--- config.mk ---
export PLATFORM = sky130hd
export DESIGN_NAME = vga_layer_scheduler_flat
export DESIGN_NICKNAME = d
export VERILOG_FILES = /design/src/rtl/vga_layer_scheduler_if.sv /design/src/rtl/vga_layer_scheduler.sv /design/src/flat_wrapper.sv
export SDC_FILE = /design/constraint.sdc
export NUM_CORES = 1
export LEC_CHECK = 0
export CAP_MARGIN = 20
export CORE_UTILIZATION = 60
export DETAILED_ROUTE_END_ITERATION = 10
export GPL_TIMING_DRIVEN = 0
export PLACE_DENSITY = 0.8
export SLEW_MARGIN = 20
export SYNTH_ARGS = -nofsm -noshare
export SYNTH_HDL_FRONTEND = slang
export SYNTH_SLANG_ARGS = --single-unit
--- constraint.sdc ---
create_clock -name CLK -period 2.66 [get_ports CLK]
set_input_delay 0.532 -clock CLK [delete_from_list [all_inputs] [get_ports CLK]]
set_output_delay 0.532 -clock CLK [all_outputs]
set_load 0.03 [all_outputs]
--- src/rtl/vga_layer_scheduler_if.sv ---
// ---------------------------------------------------------------------------
// vga_layer_scheduler_if
// Configuration bus for the VGA layer scheduler. A master presents one layer
// description (target layer, enable, inclusive x/y window, colour) together
// with cfg_valid; the slave answers with cfg_ready and the write is taken in
// any cycle where both are high.
//
// Signals:
//   cfg_valid  master->slave  write request
//   cfg_ready  slave->master  write can be accepted this cycle
//   cfg_layer  master->slave  target layer index
//   cfg_en     master->slave  layer enable
//   cfg_x0/x1  master->slave  inclusive horizontal range
//   cfg_y0/y1  master->slave  inclusive vertical range
//   cfg_color  master->slave  packed colour {R[2:0],G[2:0],B[2:0]}
// ---------------------------------------------------------------------------
interface vga_layer_scheduler_if #(
   parameter int N_LAYERS = 4,
   parameter int COORD_W  = 11,
   parameter int RGB_W    = 9
);
   localparam int LAYER_W = (N_LAYERS > 1) ? $clog2(N_LAYERS) : 1;

   logic               cfg_valid;
   logic               cfg_ready;
   logic [LAYER_W-1:0] cfg_layer;
   logic               cfg_en;
   logic [COORD_W-1:0] cfg_x0;
   logic [COORD_W-1:0] cfg_x1;
   logic [COORD_W-1:0] cfg_y0;
   logic [COORD_W-1:0] cfg_y1;
   logic [RGB_W-1:0]   cfg_color;

   modport master (
      output cfg_valid, cfg_layer, cfg_en, cfg_x0, cfg_x1, cfg_y0, cfg_y1, cfg_color,
      input  cfg_ready
   );

   modport slave (
      input  cfg_valid, cfg_layer, cfg_en, cfg_x0, cfg_x1, cfg_y0, cfg_y1, cfg_color,
      output cfg_ready
   );
endinterface

--- src/rtl/vga_layer_scheduler.sv ---
// ---------------------------------------------------------------------------
// vga_layer_scheduler
// Shares the RGB pins of a 1280x1024 VGA output between N_LAYERS rectangular
// colour layers by fixed priority (layer 0 highest). Layer descriptions are
// written into per-layer pending registers through the cfg bus and only copied
// into the active set on frame_sync, so a frame never shows a half-updated
// scene.
//
// Ports:
//   CLK         pixel clock
//   RST_N       asynchronous reset, active low
//   xpos/ypos   current pixel, 1-based inside the display, 0 in blanking
//   frame_sync  one-cycle pulse per frame during vertical blanking
//   cfg         configuration bus (slave side)
//   rgb         registered pixel colour, two cycles after xpos/ypos
//   hit_valid   rgb came from a layer
//   hit_layer   winning layer index, 0 when no layer won
//   frame_cnt   number of commits since reset, wraps at 16 bits
// ---------------------------------------------------------------------------
module vga_layer_scheduler #(
   parameter int               N_LAYERS = 4,
   parameter int               COORD_W  = 11,
   parameter int               RGB_W    = 9,
   parameter logic [RGB_W-1:0] BG_COLOR = 9'h000,
   localparam int              LAYER_W  = (N_LAYERS > 1) ? $clog2(N_LAYERS) : 1
) (
   input  logic                CLK,
   input  logic                RST_N,
   input  logic [COORD_W-1:0]  xpos,
   input  logic [COORD_W-1:0]  ypos,
   input  logic                frame_sync,
   vga_layer_scheduler_if.slave cfg,
   output logic [RGB_W-1:0]    rgb,
   output logic                hit_valid,
   output logic [LAYER_W-1:0]  hit_layer,
   output logic [15:0]         frame_cnt
);

   typedef struct packed {
      logic               en;
      logic [COORD_W-1:0] x0;
      logic [COORD_W-1:0] x1;
      logic [COORD_W-1:0] y0;
      logic [COORD_W-1:0] y1;
      logic [RGB_W-1:0]   color;
   } layer_t;

   layer_t              pend_q [N_LAYERS];
   layer_t              act_q  [N_LAYERS];
   logic [N_LAYERS-1:0] pend_flag_q;

   layer_t              cfg_word;
   logic                cfg_accept;

   logic                win_valid;
   logic [LAYER_W-1:0]  win_layer;
   logic [RGB_W-1:0]    win_color;
   logic                blank;

   logic                s1_blank;
   logic                s1_valid;
   logic [LAYER_W-1:0]  s1_layer;
   logic [RGB_W-1:0]    s1_color;

   // A layer that already holds an uncommitted write refuses further writes
   // until frame_sync drains it, so no pending value is ever overwritten.
   assign cfg.cfg_ready = !pend_flag_q[cfg.cfg_layer];
   assign cfg_accept    = cfg.cfg_valid && cfg.cfg_ready;
   assign cfg_word      = '{en: cfg.cfg_en, x0: cfg.cfg_x0, x1: cfg.cfg_x1,
                            y0: cfg.cfg_y0, y1: cfg.cfg_y1, color: cfg.cfg_color};

   // Pending/active register file. Commit only touches layers whose flag is
   // set, and an accept only happens on a layer whose flag is clear, so the
   // two never fight over the same layer; a write accepted during frame_sync
   // stays pending until the following frame_sync.
   always_ff @(posedge CLK or negedge RST_N) begin
      if (!RST_N) begin
         for (int i = 0; i < N_LAYERS; i++) begin
            pend_q[i] <= '0;
            act_q[i]  <= '0;
         end
         pend_flag_q <= '0;
         frame_cnt   <= '0;
      end else begin
         if (frame_sync) begin
            frame_cnt <= frame_cnt + 16'd1;
            for (int i = 0; i < N_LAYERS; i++) begin
               if (pend_flag_q[i]) begin
                  act_q[i]       <= pend_q[i];
                  pend_flag_q[i] <= 1'b0;
               end
            end
         end
         if (cfg_accept) begin
            pend_q[cfg.cfg_layer]      <= cfg_word;
            pend_flag_q[cfg.cfg_layer] <= 1'b1;
         end
      end
   end

   // Hit test and priority resolve for the incoming pixel. The winner's colour
   // is captured together with the hit so a commit landing between the two
   // pipeline stages cannot pair old geometry with a new colour. Scanning from
   // the highest index down lets the lowest hitting index overwrite the rest.
   always_comb begin
      win_valid = 1'b0;
      win_layer = '0;
      win_color = BG_COLOR;
      blank     = (xpos == '0) || (ypos == '0);
      for (int i = N_LAYERS - 1; i >= 0; i--) begin
         if (act_q[i].en &&
             (act_q[i].x0 <= xpos) && (xpos <= act_q[i].x1) &&
             (act_q[i].y0 <= ypos) && (ypos <= act_q[i].y1)) begin
            win_valid = 1'b1;
            win_layer = LAYER_W'(i);
            win_color = act_q[i].color;
         end
      end
   end

   // Stage 1 register: resolved hit plus the blanking flag.
   always_ff @(posedge CLK or negedge RST_N) begin
      if (!RST_N) begin
         s1_blank <= 1'b0;
         s1_valid <= 1'b0;
         s1_layer <= '0;
         s1_color <= '0;
      end else begin
         s1_blank <= blank;
         s1_valid <= win_valid;
         s1_layer <= win_layer;
         s1_color <= win_color;
      end
   end

   // Stage 2 register: blanking forces black, otherwise the winning layer or
   // the background colour drives the pins.
   always_ff @(posedge CLK or negedge RST_N) begin
      if (!RST_N) begin
         rgb       <= '0;
         hit_valid <= 1'b0;
         hit_layer <= '0;
      end else if (s1_blank) begin
         rgb       <= '0;
         hit_valid <= 1'b0;
         hit_layer <= '0;
      end else if (s1_valid) begin
         rgb       <= s1_color;
         hit_valid <= 1'b1;
         hit_layer <= s1_layer;
      end else begin
         rgb       <= BG_COLOR;
         hit_valid <= 1'b0;
         hit_layer <= '0;
      end
   end

endmodule
--- src/flat_wrapper.sv ---
// flat-port wrapper written by rule: the top's interface ports become plain ports
module vga_layer_scheduler_flat 
#(
   parameter int               N_LAYERS = 4,
   parameter int               COORD_W  = 11,
   parameter int               RGB_W    = 9,
   parameter logic [RGB_W-1:0] BG_COLOR = 9'h000,
   localparam int              LAYER_W  = (N_LAYERS > 1) ? $clog2(N_LAYERS) : 1
)
  (CLK, RST_N, xpos, ypos, frame_sync, rgb, hit_valid, hit_layer, frame_cnt, cfg_cfg_valid, cfg_cfg_layer, cfg_cfg_en, cfg_cfg_x0, cfg_cfg_x1, cfg_cfg_y0, cfg_cfg_y1, cfg_cfg_color, cfg_cfg_ready);
  vga_layer_scheduler_if #(.N_LAYERS(N_LAYERS), .COORD_W(COORD_W), .RGB_W(RGB_W)) cfg_i ();
  input  logic CLK;
  input  logic RST_N;
  input  logic [COORD_W-1:0] xpos;
  input  logic [COORD_W-1:0] ypos;
  input  logic frame_sync;
  output logic [RGB_W-1:0] rgb;
  output logic hit_valid;
  output logic [LAYER_W-1:0] hit_layer;
  output logic [15:0] frame_cnt;
  input wire logic [$bits(cfg_i.cfg_valid)-1:0] cfg_cfg_valid;
  input wire logic [$bits(cfg_i.cfg_layer)-1:0] cfg_cfg_layer;
  input wire logic [$bits(cfg_i.cfg_en)-1:0] cfg_cfg_en;
  input wire logic [$bits(cfg_i.cfg_x0)-1:0] cfg_cfg_x0;
  input wire logic [$bits(cfg_i.cfg_x1)-1:0] cfg_cfg_x1;
  input wire logic [$bits(cfg_i.cfg_y0)-1:0] cfg_cfg_y0;
  input wire logic [$bits(cfg_i.cfg_y1)-1:0] cfg_cfg_y1;
  input wire logic [$bits(cfg_i.cfg_color)-1:0] cfg_cfg_color;
  output wire logic [$bits(cfg_i.cfg_ready)-1:0] cfg_cfg_ready;
  assign cfg_i.cfg_valid = cfg_cfg_valid;
  assign cfg_i.cfg_layer = cfg_cfg_layer;
  assign cfg_i.cfg_en = cfg_cfg_en;
  assign cfg_i.cfg_x0 = cfg_cfg_x0;
  assign cfg_i.cfg_x1 = cfg_cfg_x1;
  assign cfg_i.cfg_y0 = cfg_cfg_y0;
  assign cfg_i.cfg_y1 = cfg_cfg_y1;
  assign cfg_i.cfg_color = cfg_cfg_color;
  assign cfg_cfg_ready = cfg_i.cfg_ready;
  vga_layer_scheduler #(.N_LAYERS(N_LAYERS), .COORD_W(COORD_W), .RGB_W(RGB_W), .BG_COLOR(BG_COLOR)) u_core (.CLK(CLK), .RST_N(RST_N), .xpos(xpos), .ypos(ypos), .frame_sync(frame_sync), .cfg(cfg_i), .rgb(rgb), .hit_valid(hit_valid), .hit_layer(hit_layer), .frame_cnt(frame_cnt));
endmodule
==> results of run 1 <==
## layer usage
metal / vias up / part of all wire [%] / global-route usage (%)
met3: 128 / 4.7 / 4.70
met1: 7129 / 44 / 37.0
li1: 6263 / - / -
met2: 354 / 48 / 45.9
met5: - / 0.065 / 0
met4: 4 / 3.1 / 9.64
## cells in the final DEF, fill, tap and decap left out, types with 7 or more instances in the layout
master,instances
a211oi_1,8
a21o_1,14
a21oi_1,49
a22o_1,9
and2_1,11
and3_1,8
buf_6,7
clkbuf_1,42
clkbuf_16,50
clkbuf_2,13
clkbuf_8,9
clkdlybuf4s15_2,11
clkdlybuf4s50_1,86
clkinv_2,10
dfrtp_1,477
dlygate4sd2_1,7
ha_1,176
inv_1,129
mux2_2,434
nand2_1,44
nand3_1,25
nand4_1,25
nor2_1,30
nor2b_1,13
nor3_1,7
nor3_2,7
nor4_1,7
o211ai_2,9
o21ai_0,25
xnor2_1,10
## how the worst max path moves through the flow
stage	startpoint	endpoint	depth (start not counted)
after floorplan	ypos[2]	u_core.s1_color[0]	11
after global placement	RST_N	u_core.pend_q[15]	1
after detailed placement	ypos[8]	u_core.s1_color[2]	12
after CTS	u_core.act_q[130]	u_core.s1_color[0]	10
after global routing	u_core.act_q[130]	u_core.s1_color[0]	10
final	ypos[4]	u_core.s1_color[3]	11
## final cells by class
type / count / share of cell area [%]
clock buffers: 67 / 5.43
flip-flops and latches: 477 / 46.1
well taps: 461 / 2.23
inverters: 130 / 1.89
multi-input cells: 997 / 37.4
repair buffers: 123 / 4.95
clock inverters: 20 / 1.04
plain buffers: 52 / 0.962
## worst register-to-register path, stage by stage, from the launching register on
cell	delay (ns)
dfrtp_1	0.41
ha_4	0.23
a21o_1	0.15
a21o_1	0.17
a221o_1	0.37
a2111oi_4	0.55
o22ai_4	0.21
or2_4	0.29
buf_6	0.15
o211ai_2	0.07
a22o_1	0.20
## state kept, by name (all words and copies together) (netlist names)
| name | count |
|---|---|
| u_core.s1_blank | 1 |
| u_core.pend_q | 216 |
| u_core.s1_color | 9 |
| u_core.s1_layer | 2 |
| u_core.frame_cnt | 16 |
| u_core.s1_valid | 1 |
| u_core.act_q | 216 |
| u_core.rgb | 9 |
| u_core.pend_flag_q | 4 |
| u_core.hit_layer | 2 |
| u_core.hit_valid | 1 |
## repair_timing
item / 4_1_cts / 5_1_grt
hold buffers: 1 / 0
hold endpoints to repair: 78 / 0
endpoints found under the setup margin: 40 / 84
pin swaps: 6 / 10
resized for setup: 91 / 32
setup buffers: 3 / 2
gates cloned: 2 / 1
## synth_stat cells, types with 3 or more instances
master      n
a211oi_1    9
a21boi_0    3
a21o_1     14
a21oi_1    49
a22o_1      9
a31oi_1     3
and2_1     11
and3_1      8
and4_1      6
clkbuf_1   47
dfrtp_1   477
ha_1      177
inv_1     130
mux2_2    434
mux2i_1     3
nand2_1    44
nand2b_1    4
nand3_1    26
nand3b_1    6
nand4_1    25
nor2_1     32
nor2b_1    13
nor3_1     15
nor4_1      9
o211ai_2    9
o21a_1      5
o21ai_0    27
o21bai_1    3
o22ai_1     3
o31ai_1     4
xnor2_1    10
xor2_1      5
## power by group through the flow
stage	Combinational (mW)	Sequential [mW]	Clock, mW
after floorplan	5.14	10.8	0
final	7.77	11.1	7.09
after CTS	7.62	11.0	7.21
after global placement	6.83	11.0	0
after detailed placement	7.24	11.1	0
after global routing	8.57	11.3	7.48
## per-stage QoR
step	hold WS, ns	setup WS, ns	utilization (%)	instances	TNS [ns]
after floorplan	0.236	0.0402	-	1656	0
after global placement	0.434	-18.97	66.3	2227	-9142.68
after detailed placement	0.435	-1.63	66.6	2231	-140.19
after CTS	0.450	-0.0914	71.8	2324	-0.600
after global routing	0.470	-0.227	72.0	2327	-2.24
final	0.449	-0.194	72.0	2327	-1.64
## kinds of logic (layout without fill, tap and decap cells)
| logic type | count (synthesis) | after routing | synth area share [%] |
|---|---|---|---|
| AO/OA/AOI/OAI | 161 | 161 | 5.11 |
| XOR/XNOR | 15 | 15 | 0.594 |
| adder cells (fa/ha/maj) | 177 | 177 | 10.0 |
| buffers and inverters | 182 | 392 | 3.18 |
| flip-flops | 477 | 477 | 53.9 |
| multiplexers | 437 | 437 | 22.2 |
| AND/OR/NAND/NOR | 207 | 207 | 4.94 |
==> metrics.csv, run 1 <==
metric,value,unit
period_share,107,%
drc,0,
r2r_end,u_core.s1_color[3],
synth_area_per_cell,13.4,µm²
n_antenna_cell,0,
layout.nets,2088,
cp_slowest_cell,a2111oi_4,
cp.required,3.17,ns
post-synth-top-area-cell,dfrtp_1,
seq_area,11900,µm²
r2r.worst_path.cells,10,
critPathBufInv,3,
netlist_instances,1656,
grtUsageTotal,27.7,%
yosys_most_used_dff,dfrtp_1,
hold_violations,0,
synth_area_leaders,"dfrtp_1, mux2_2, ha_1",
drive_gt1_share,32.0,%
max_stage_delay,0.55,ns
min_period,2.85,ns
grt_max_degree,107,
yosysWarnings,0,
relSlewSlack,44.3,%
antenna_found_initial,2,
postRouteAntennaNets,0,
num_io_pins,111,
r2r_start,u_core.act_q[130],
drv_cap,0,
cts_made_buffers,48,
r2r_setup_slack,-0.19,ns
fin_area,25900,µm²
first_iter_violations,774,
wire_per_inst,21.8,µm
clk_latency,0.59,ns
netSwitchingFraction,31.0,%
crit_path_cell_trace,clkdlybuf4s15_2 -> inv_1 -> ha_1 -> and4_1 -> a221o_1 -> a2111oi_4 -> o22ai_4 -> or2_4 -> buf_6 -> o211ai_2 -> a22o_1,
internal_power,17.9,mW
end_kind,register,
dr_total_vias,13900,
worstMarginPinSlew,0.835,ns
leakage,11.9,nW
synth_seq_area_share,53.9,%
worstHoldPathType,reg -> reg,
cts_tree,yes,
crit_type,in -> reg,
grt_pass1_vias,14800,
num_rows,69,
core,35900,µm²
vdd_ir_drop_max,613,µV
fmax,0.350,GHz
portBuffers,110,
p_total,25.9,mW
clk_pin_slew,0.06,ns
htree_levels,2,
setup_viol_count_final,10,
cp.arrival,3.36,ns
cts_root_buffer,clkbuf_16,
power.density,1000,nW/µm²
clockPowerShare,27.3,%
synth_nets,1915,
holdPathStages,1,
synth_top_area_share,53.9,%
place.gp.congestion,0.867,
grt_pass1_wl,80.6,mm
die_w,194,µm
multi_input_area,9660,µm²
postPlaceCellArea,23900,µm²
die_area,37700,µm²
clockBufferDepth,3,
synth_cell_types,60,
critPathTopFamily,compound AO/OA/AOI/OAI gates,
synthArstFlopShare,100,%
min_to,u_core.hit_layer[1],
dp_hpwl,35.4,mm
wirelength,50.7,mm
start_util,61.6,%
status,finished with violations,
setup_ws,-0.194,ns
die_h,194,µm
fillers,2354,
rsz0062_at_grt,true,
seq_power_share,42.7,%
slew_viol_final,0,
synth_enable_flop_cells,0,
combPwrFrac,29.9,%
synth-seq-cells,477,
synthToLayoutAreaGrowth,16.9,%
viasPerCell,5.96,
cts_num_sinks,477,
startpoint_type,input pin,
drt_first_pass_iters,5,
skew,0.0239,ns
violations,negative setup slack,
switchingPower,8.05,mW
grt_overflow,0,
hp-start,u_core.s1_layer[1],
netlist_area,22100,µm²
worstPathMaxFanout,6,
(Power assumes the default switching activity.)
==> run 2, diff against run 1 <==
CTS_CLUSTER_SIZE = 20   (was unset)
==> results of run 2 <==
Same layout as run 1: the final DEF is identical, and so are final timing and power.
